### config.mk
export PLATFORM = sky130hd
export DESIGN_NAME = sigmoid_divider
export DESIGN_NICKNAME = d
export VERILOG_FILES = /design/src/rtl/nn_fixed_pkg.sv /design/src/rtl/div_step.sv /design/src/rtl/sigmoid_divider.sv
export SDC_FILE = /design/constraint.sdc
export NUM_CORES = 1
export LEC_CHECK = 0
export CAP_MARGIN = 40
export CORE_ASPECT_RATIO = 0.75
export CORE_UTILIZATION = 57
export DETAILED_ROUTE_END_ITERATION = 8
export PLACE_DENSITY = 0.9
export SLEW_MARGIN = 20
export SYNTH_ARGS = -nofsm -noshare
export SYNTH_HDL_FRONTEND = slang
export SYNTH_SLANG_ARGS = --single-unit
### constraint.sdc
create_clock -name CLOCK -period 2.8 [get_ports CLOCK]
set_clock_uncertainty 0.05 [all_clocks]
set_input_delay 0.56 -clock CLOCK [delete_from_list [all_inputs] [get_ports CLOCK]]
set_output_delay 0.56 -clock CLOCK [all_outputs]
set_load 0.03 [all_outputs]
### src/rtl/nn_fixed_pkg.sv
// Shared Q16.16 fixed-point constants and divider FSM states for the sigmoid pipeline.
// Used by the Denominator stage and sigmoid_divider.
package nn_fixed_pkg;
  localparam int          WIDTH     = 32;
  localparam int          FRAC_BITS = 16;
  localparam logic [31:0] ONE       = 32'h0001_0000;
  localparam logic [31:0] SAT_MAX   = 32'h7FFF_FFFF;
  localparam int          DIV_ITERS = 32;
  localparam int          CNT_W     = $clog2(DIV_ITERS + 1);

  typedef enum logic [1:0] {
    IDLE = 2'd0,
    DIV  = 2'd1,
    DONE = 2'd2
  } div_state_t;
endpackage

### src/rtl/div_step.sv
// One restoring-division iteration: shift the remainder left, compare/subtract the divisor.
// Purely combinational; no backpressure.
module div_step
  import nn_fixed_pkg::*;
(
  input  logic [WIDTH:0]   i_rem,
  input  logic [WIDTH-2:0] i_den,
  output logic [WIDTH:0]   o_rem,
  output logic             o_qbit
);
  logic [WIDTH:0] w_shift;
  logic [WIDTH:0] w_den;

  assign w_shift = {i_rem[WIDTH-1:0], 1'b0};
  assign w_den   = {2'b00, i_den};
  // A bit shifted out of the top already means the true remainder exceeds the divisor.
  assign o_qbit  = i_rem[WIDTH] | (w_shift >= w_den);
  assign o_rem   = o_qbit ? (w_shift - w_den) : w_shift;
endmodule

### src/rtl/sigmoid_divider.sv
// Computes sigmoid = 2^32 / denom[30:0] (Q16.16 reciprocal) with saturation flags.
// Fixed 33-cycle start-to-startout latency; start is dropped while busy.
module sigmoid_divider
  import nn_fixed_pkg::*;
(
  input  logic             CLOCK,
  input  logic             reset,
  input  logic             start,
  input  logic [WIDTH-1:0] denom,
  output logic             startout,
  output logic [WIDTH-1:0] sigmoid,
  output logic             ovf,
  output logic             busy
);
  div_state_t       r_state;
  div_state_t       w_state_nxt;
  logic [WIDTH-2:0] r_den;
  logic [WIDTH:0]   r_rem;
  logic [WIDTH-1:0] r_quo;
  logic [CNT_W-1:0] r_cnt;
  logic             r_neg;
  logic             r_small;
  logic             r_startout;
  logic [WIDTH-1:0] r_sigmoid;
  logic             r_ovf;
  logic [WIDTH:0]   w_rem;
  logic             w_qbit;

  div_step u_div_step (
    .i_rem  (r_rem),
    .i_den  (r_den),
    .o_rem  (w_rem),
    .o_qbit (w_qbit)
  );

  always_ff @(posedge CLOCK) begin
    if (!reset) r_state <= IDLE;
    else        r_state <= w_state_nxt;
  end

  always_comb begin
    w_state_nxt = r_state;
    case (r_state)
      IDLE:    if (start) w_state_nxt = DIV;
      DIV:     if (r_cnt == CNT_W'(1)) w_state_nxt = DONE;
      DONE:    w_state_nxt = IDLE;
      default: w_state_nxt = IDLE;
    endcase
  end

  always_comb begin
    busy = 1'b0;
    if (r_state != IDLE) busy = 1'b1;
  end

  always_ff @(posedge CLOCK) begin
    if (!reset) begin
      r_den      <= '0;
      r_rem      <= '0;
      r_quo      <= '0;
      r_cnt      <= '0;
      r_neg      <= 1'b0;
      r_small    <= 1'b0;
      r_startout <= 1'b0;
      r_sigmoid  <= '0;
      r_ovf      <= 1'b0;
    end else begin
      r_startout <= 1'b0;
      case (r_state)
        IDLE: begin
          if (start) begin
            r_den   <= denom[WIDTH-2:0];
            r_rem   <= (WIDTH+1)'(1);
            r_quo   <= '0;
            r_cnt   <= CNT_W'(DIV_ITERS);
            // Special cases are latched now; the division still runs its full schedule.
            r_neg   <= denom[WIDTH-1];
            r_small <= (denom <= WIDTH'(2));
          end
        end
        DIV: begin
          r_rem <= w_rem;
          r_quo <= {r_quo[WIDTH-2:0], w_qbit};
          r_cnt <= r_cnt - CNT_W'(1);
        end
        DONE: begin
          r_startout <= 1'b1;
          r_ovf      <= r_neg | r_small;
          if (r_neg)        r_sigmoid <= '0;
          else if (r_small) r_sigmoid <= SAT_MAX;
          else              r_sigmoid <= r_quo;
        end
        default: ;
      endcase
    end
  end

  assign startout = r_startout;
  assign sigmoid  = r_sigmoid;
  assign ovf      = r_ovf;
endmodule

==> results by group, run 1 <==
Run status
  – Run status: finished clean

Clocking
  – Clock Latency Late Sink: 0.42 ns
  – Worst-path clk slew: 0.06 ns
  – CTS buffer count: 17
  – Hold buffers post-CTS: 0
  – Sink Count: 140
  – H-Tree Depth: 4
  – CTS max path bufs: 2
  – CTS tree: built
  – Root Buffer: clkbuf_16

Synthesis
  – Post-Syn Area: 6989 um^2
  – Asr flop ratio synth: 0%
  – Sequential area share after synthesis: 40.10%
  – Net Count, Synth: 941
  – Synth Area per Inst: 8.015 um^2
  – Synth Register Bits: 140
  – Post-synth top flop: dfxtp_1
  – Yosys Warn Count: 0
  – Mapped Cells: 872
  – EDFF count, synth: 0
  – Post-synthesis cell type count: 61

GRT
  – Grt ovf: 0
  – Pin count of the biggest net entering global routing: 75
  – GRT Total Usage: 30.25%
  – Vias in the first global route: 6291
  – Global-route wire length before repair: 30370 um
  – Antenna violations before repair: 0

Setup path
  – Worst setup path start: r_den[0]
  – Worst-path fanout max: 4
  – Worst path depth: 10
  – CP peak stage delay: 0.46 ns
  – CP cell instances: fa_1 -> nor2b_1 -> o31a_1 -> o22ai_4 -> a211oi_2 -> o21ai_2 -> o21ai_4 -> a31oi_1 -> xnor2_1 -> o21ai_1
  – Crit Path Class: register to register
  – R2r startpoint: r_den[0]
  – CP arrival: 3.03 ns
  – Slowest-stage cell, CP: fa_1
  – Worst Reg2Reg Path Length in Cells: 10
  – Crit path max-delay family: compound AO/OA/AOI/OAI gates
  – Critical path buffer and inverter count: 0
  – CP Launch Type: register
  – Crit. End Element: register
  – Required time worst endpoint: 3.05 ns

Timing
  – Max-slew headroom: 46.50%
  – Final setup fails: 0
  – Final min period: 2.776 ns
  – Fin crit share: 99.14%
  – Worst setup margin: 0.02421 ns
  – Hold Slack: 0.4041 ns
  – Sum Neg Setup Slack: 0 ns
  – Final hold violations: 0
  – Final Max Slew Viols: 0
  – Fmax: 0.3603 GHz
  – Worst slew pin tran: 0.8025 ns

Drt
  – Drt initial violations: 906
  – Via Count: 6814
  – Wire length per cell: 17.50 um
  – DRC viols: 0
  – Total Wirelength: 19510 um
  – Initial DRT Pass Iterations: 5
  – Avg Vias per Cell: 6.111
  – DRT antenna net count: 0

Floorplanning
  – Die span in x: 129.9 um
  – Core area: 11780 um^2
  – Die area: 12710 um^2
  – Initial core utilization: 59.31%
  – DIE HEIGHT: 97.90 um
  – Core Rows: 34
  – I/O pin count: 70

Final layout
  – Share of cells above drive strength 1: 11.33%
  – Syn-to-layout area delta: 23.81%
  – Number of fill cells: 795
  – Fin cells: 1115
  – ANT cells: 0
  – NumNets Final: 1009
  – Final Cell Area: 8653 um^2

Pwr
  – Peak VDD IR: 0.0009151 V
  – Leak Pwr: 3.336 nW
  – PwrDens: 1306 nW/um^2

Placement
  – Dpl ws: 0.005431 ns
  – Placed Instances: 1073
  – RD Place Congestion: 1.022
  – DP HPWL: 12030 um
  – Number of buffers added on ports: 69
  – Placed Area: 7855 um^2

Hold path
  – Hold_sp: r_den[18]
  – Min-Delay Path Depth: 2
  – Type of the most critical hold path: register to register

Flow run
  – Max Cap Violations: 0
==> worst min-delay path, delay by kind of cell, from the launching register on <==
| kind | cells | cell delay [ns] |
|---|---|---|
| compound gates | 1 | 0.05 |
| simple gates | 1 | 0.05 |
| flops | 1 | 0.31 |
==> power by group <==
part | leakage [nW] | total, mW | switching [mW] | internal [mW]
Sequential | 1.13 | 2.40 | 0.205 | 2.20
Clock | 0.273 | 2.20 | 0.936 | 1.27
Combinational | 1.93 | 6.70 | 3.73 | 2.96
==> sequential cells by signal, indices dropped and copies added, names as in the netlist <==
name,count
ovf,1
r_cnt,6
r_den,31
r_neg,1
r_quo,32
r_rem,33
r_small,1
r_state,2
sigmoid,32
startout,1
==> final cells by class <==
cell class / instances / area (um^2) / share of cell area [%]
clock buffers: 19 / 442.9 / 5.119
clock inverters: 13 / 130.1 / 1.504
inverters: 44 / 165.2 / 1.909
multi-input cells: 633 / 3925 / 45.36
flip-flops and latches: 140 / 2804 / 32.40
well taps: 162 / 202.7 / 2.342
repair buffers: 104 / 983.4 / 11.36
==> placed cells by master (no fill, tap or decap), types with 13 or more instances in the layout <==
| master | Yosys | routed |
|---|---|---|
| a21o_1 | 14 | 14 |
| ha_2 | 0 | 13 |
| nor2_1 | 100 | 99 |
| inv_1 | 44 | 43 |
| clkbuf_16 | 0 | 17 |
| clkdlybuf4s50_1 | 0 | 69 |
| buf_4 | 3 | 30 |
| o21ai_0 | 15 | 14 |
| nand2_1 | 107 | 107 |
| xnor2_1 | 16 | 16 |
| o21ai_1 | 30 | 31 |
| a21oi_1 | 110 | 110 |
| a22o_1 | 32 | 32 |
| nor3_1 | 43 | 41 |
| ha_1 | 33 | 15 |
| dfxtp_1 | 140 | 139 |
==> timing repair <==
action	in CTS	in global routing
endpoints found under the setup margin	12	34
hold endpoints to repair	0	0
buffers inserted	0	9
gates cloned	0	1
gates resized for setup	0	34
pin swaps	0	9
==> stage by stage <==
step / utilization [%] / total power, mW
after floorplan: - / 6.839
after global placement: 66.66 / 7.746
after detailed placement: 66.66 / 7.885
after CTS: 71.52 / 10.17
after global routing: 73.43 / 11.87
final: 73.43 / 11.30
==> metal layers <==
metal / track usage, % / part of all wire [%]
met1: 42.46 / 44
met2: 46.03 / 46
met3: 6.247 / 8.0
met4: 10.47 / 2.5
met5: 0 / 0
==> synth_stat cells, drive strengths merged, types with 11 or more instances <==
| cell type | n | area [um^2] |
|---|---|---|
| inv | 44 | 165.2 |
| xnor2 | 16 | 140.1 |
| a22o | 32 | 280.3 |
| clkbuf | 42 | 158.9 |
| xor2 | 12 | 105.1 |
| buf | 13 | 78.82 |
| nand2 | 107 | 401.6 |
| o21ai | 47 | 242.7 |
| a21oi | 112 | 575.6 |
| nor4 | 12 | 81.33 |
| nor2 | 100 | 375.4 |
| nand4 | 12 | 75.07 |
| a21o | 14 | 105.1 |
| a32oi | 11 | 96.34 |
| ha | 33 | 412.9 |
| nor3 | 43 | 215.2 |
| dfxtp | 140 | 2803 |
==> path summary, 6_finish.rpt <==
check	endpoint	slack [ns]
min reg2reg	r_den[18]	0.40
max reg2reg	r_rem[28]	0.02
min	r_den[18]	0.40
max	r_rem[28]	0.02
==> cell families after synthesis <==
logic type      Yosys count  share of synthesized area, %
simple gates            305                         19.12
compound gates          262                         24.74
flops                   140                         40.10
buf+inv                  99                         5.764
fa+ha+maj                34                         6.194
xor+xnor                 28                         3.509
mux                       4                        0.5729
Power figures use the tool's default switching activity.
==> inputs of run 2 (changes only) <==
--- a/config.mk
+++ b/config.mk
@@ -7,9 +7,10 @@
 export LEC_CHECK = 0
 export CAP_MARGIN = 40
 export CORE_ASPECT_RATIO = 0.75
-export CORE_UTILIZATION = 57
+export CORE_UTILIZATION = 55
+export CTS_BUF_LIST = sky130_fd_sc_hd__clkbuf_4 sky130_fd_sc_hd__clkbuf_8
 export DETAILED_ROUTE_END_ITERATION = 8
-export PLACE_DENSITY = 0.9
+export PLACE_DENSITY = 0.87
 export SLEW_MARGIN = 20
 export SYNTH_ARGS = -nofsm -noshare
 export SYNTH_HDL_FRONTEND = slang
==> results by group, run 2 (synthesis gave the netlist of run 1 again) <==
Clocking
  – Clock Latency Late Sink: 0.46 ns (was 0.42 ns)
  – Sink Count: 140 (unchanged)
  – Hold buffers post-CTS: 0 (unchanged)
  – Root Buffer: clkbuf_8 (was clkbuf_16)
  – CTS max path bufs: 2 (unchanged)
  – Worst-path clk slew: 0.09 ns (was 0.06 ns)
  – CTS buffer count: 17 (unchanged)
  – H-Tree Depth: 4 (unchanged)
  – CTS tree: built (unchanged)

GRT
  – Grt ovf: 0 (unchanged)
  – Global-route wire length before repair: 28670 um (was 30370 um)
  – Vias in the first global route: 6023 (was 6291)
  – GRT Total Usage: 27.22% (was 30.25%)
  – Antenna violations before repair: 0 (unchanged)
  – Pin count of the biggest net entering global routing: 38 (was 75)

Setup path
  – CP cell instances: inv_1 -> ha_1 -> nand4_1 -> buf_4 -> o221ai_2 -> a211oi_4 -> a21oi_4 -> o31ai_4 -> buf_6 -> mux2i_1 -> o21ai_1 (was fa_1 -> nor2b_1 -> o31a_1 -> o22ai_4 -> a211oi_2 -> o21ai_2 -> o21ai_4 -> a31oi_1 -> xnor2_1 -> o21ai_1)
  – Worst setup path start: r_den[10] (was r_den[0])
  – Required time worst endpoint: 3.09 ns (was 3.05 ns)
  – CP Launch Type: register (unchanged)
  – CP peak stage delay: 0.38 ns (was 0.46 ns)
  – Worst-path fanout max: 20 (was 4)
  – CP arrival: 3.03 ns (about the same)
  – Critical path buffer and inverter count: 3 (was 0)
  – Crit path max-delay family: compound AO/OA/AOI/OAI gates (unchanged)
  – Crit Path Class: register to register (unchanged)
  – Crit. End Element: register (unchanged)
  – R2r startpoint: r_den[10] (was r_den[0])
  – Slowest-stage cell, CP: ha_1 (was fa_1)

Pwr
  – Design Power: 9.882 mW (was 11.30 mW)
  – Peak VDD IR: 0.0007864 V (was 0.0009151 V)
  – Leak Pwr: 3.238 nW (was 3.336 nW)
  – PwrDens: 1185 nW/um^2 (was 1306 nW/um^2)

Final layout
  – Most common cell after layout, fill and taps aside: dfxtp_1 (unchanged)
  – Share of cells above drive strength 1: 9.895% (was 11.33%)
  – Most frequent cells in the layout: 139 x dfxtp_1, 109 x a21oi_1, 107 x nand2_1 (was 139 x dfxtp_1, 110 x a21oi_1, 107 x nand2_1)
  – Most flops, register: r_rem (unchanged)
  – Syn-to-layout area delta: 19.32% (was 23.81%)
  – NumNets Final: 1006 (was 1009)
  – Fin cells: 1116 (was 1115)
  – Largest register FFs: 33 (unchanged)
  – Final Core Density: 67.53% (was 73.43%)
  – ANT cells: 0 (unchanged)

Drt
  – Total Wirelength: 17630 um (was 19510 um)
  – Avg Vias per Cell: 5.914 (was 6.111)
  – Drt initial violations: 573 (was 906)
  – DRT antenna net count: 0 (unchanged)
  – Via Count: 6600 (was 6814)
  – DRC viols: 0 (unchanged)
  – Initial DRT Pass Iterations: 5 (unchanged)
  – Wire length per cell: 15.80 um (was 17.50 um)

Timing
  – Final hold violations: 0 (unchanged)
  – Final setup fails: 0 (unchanged)
  – Fmax: 0.3645 GHz (was 0.3603 GHz)
  – Max-slew headroom: 50.96% (was 46.50%)
  – Worst slew pin tran: 0.7356 ns (was 0.8025 ns)
  – Sum Neg Setup Slack: 0 ns (unchanged)
  – Unrepaired setup endpoints after global routing: true
  – Fin crit share: 97.97% (was 99.14%)
  – Final Max Slew Viols: 0 (unchanged)
  – Final min period: 2.743 ns (was 2.776 ns)

Placement
  – RD Place Congestion: 0.9863 (was 1.022)
  – Number of buffers added on ports: 69 (unchanged)
  – Placed Instances: 1079 (was 1073)
  – DP HPWL: 12050 um (was 12030 um)

Floorplanning
  – DIE HEIGHT: 99.63 um (was 97.90 um)
  – Die span in x: 132.2 um (was 129.9 um)
  – Initial core utilization: 56.60% (was 59.31%)
  – Core area: 12350 um^2 (was 11780 um^2)
  – I/O pin count: 70 (unchanged)
  – Core Rows: 35 (was 34)
  – Die area: 13170 um^2 (was 12710 um^2)

Hold path
  – Type of the most critical hold path: register to register (unchanged)
  – Hold_sp: r_rem[32] (was r_den[18])

Flow run
  – Max Cap Violations: 0 (unchanged)

Run status
  – Run status: finished clean (unchanged)
run 2: cell types whose count changed in the layout (fill, tap and decap cells not counted), sizes merged:
cell | before | now
clkinv | 3 | 8
inv | 50 | 46
buf | 35 | 32
clkinvlp | 3 | 2
run 2: timing repair:
item / 4_1_cts / 5_1_grt
buffers inserted: 0 / 4
gates resized for setup: 0 / 15
setup endpoints to repair: 0 / 33
endpoints found under the hold margin: 0 / 0
run 2: worst reg2reg max path: stages, from the launching register on:
cell      delay, ns
dfxtp_1        0.34
inv_1          0.05
ha_1           0.38
nand4_1        0.21
buf_4          0.15
o221ai_2       0.10
a211oi_4       0.33
a21oi_4        0.13
o31ai_4        0.32
buf_6          0.26
mux2i_1        0.23
o21ai_1        0.07
run 2: where the power goes:
| group | switching (mW) | internal, mW | total (mW) |
|---|---|---|---|
| Clock | 0.813 | 0.723 | 1.54 |
| Sequential | 0.182 | 2.20 | 2.38 |
| Combinational | 3.39 | 2.58 | 5.97 |
| Total | 4.39 | 5.50 | 9.88 |
run 2: worst paths after layout:
kind	endpoint	slack, ns	cells past startpoint
worst max register to register	r_rem[15]	0.06	11
worst max-delay path	r_rem[15]	0.06	11
worst min-delay path	r_rem[32]	0.41	2
worst min register to register	r_rem[32]	0.41	2
run 2: layer usage:
layer	track usage (%)	share of wire (%)
met1	38.34	48
met5	0	0
met2	40.62	43
met3	5.912	6.7
met4	10.55	2.0
run 2: layout make-up:
| cell class | count | area, um^2 |
|---|---|---|
| clock inverter | 13 | 117.6 |
| multi-input combinational | 633 | 3860 |
| clock buffer | 19 | 249.0 |
| timing repair buffer | 101 | 935.9 |
| inverter | 44 | 165.2 |
| tap | 166 | 207.7 |
| sequential | 140 | 2804 |
| fill | 991 | 4010 |
run 2: through the flow:
| stage | hold slack, ns | worst slack [ns] | cell area [um^2] |
|---|---|---|---|
| floorplan | 0.3756 | 0.3031 | 6989 |
| global placement | 0.3836 | 0.1591 | 7868 |
| detailed placement | 0.3961 | 0.09066 | 7868 |
| CTS | 0.4071 | 0.04047 | 8234 |
| global route | 0.4277 | -0.04866 | 8339 |
| finish | 0.4051 | 0.05672 | 8339 |
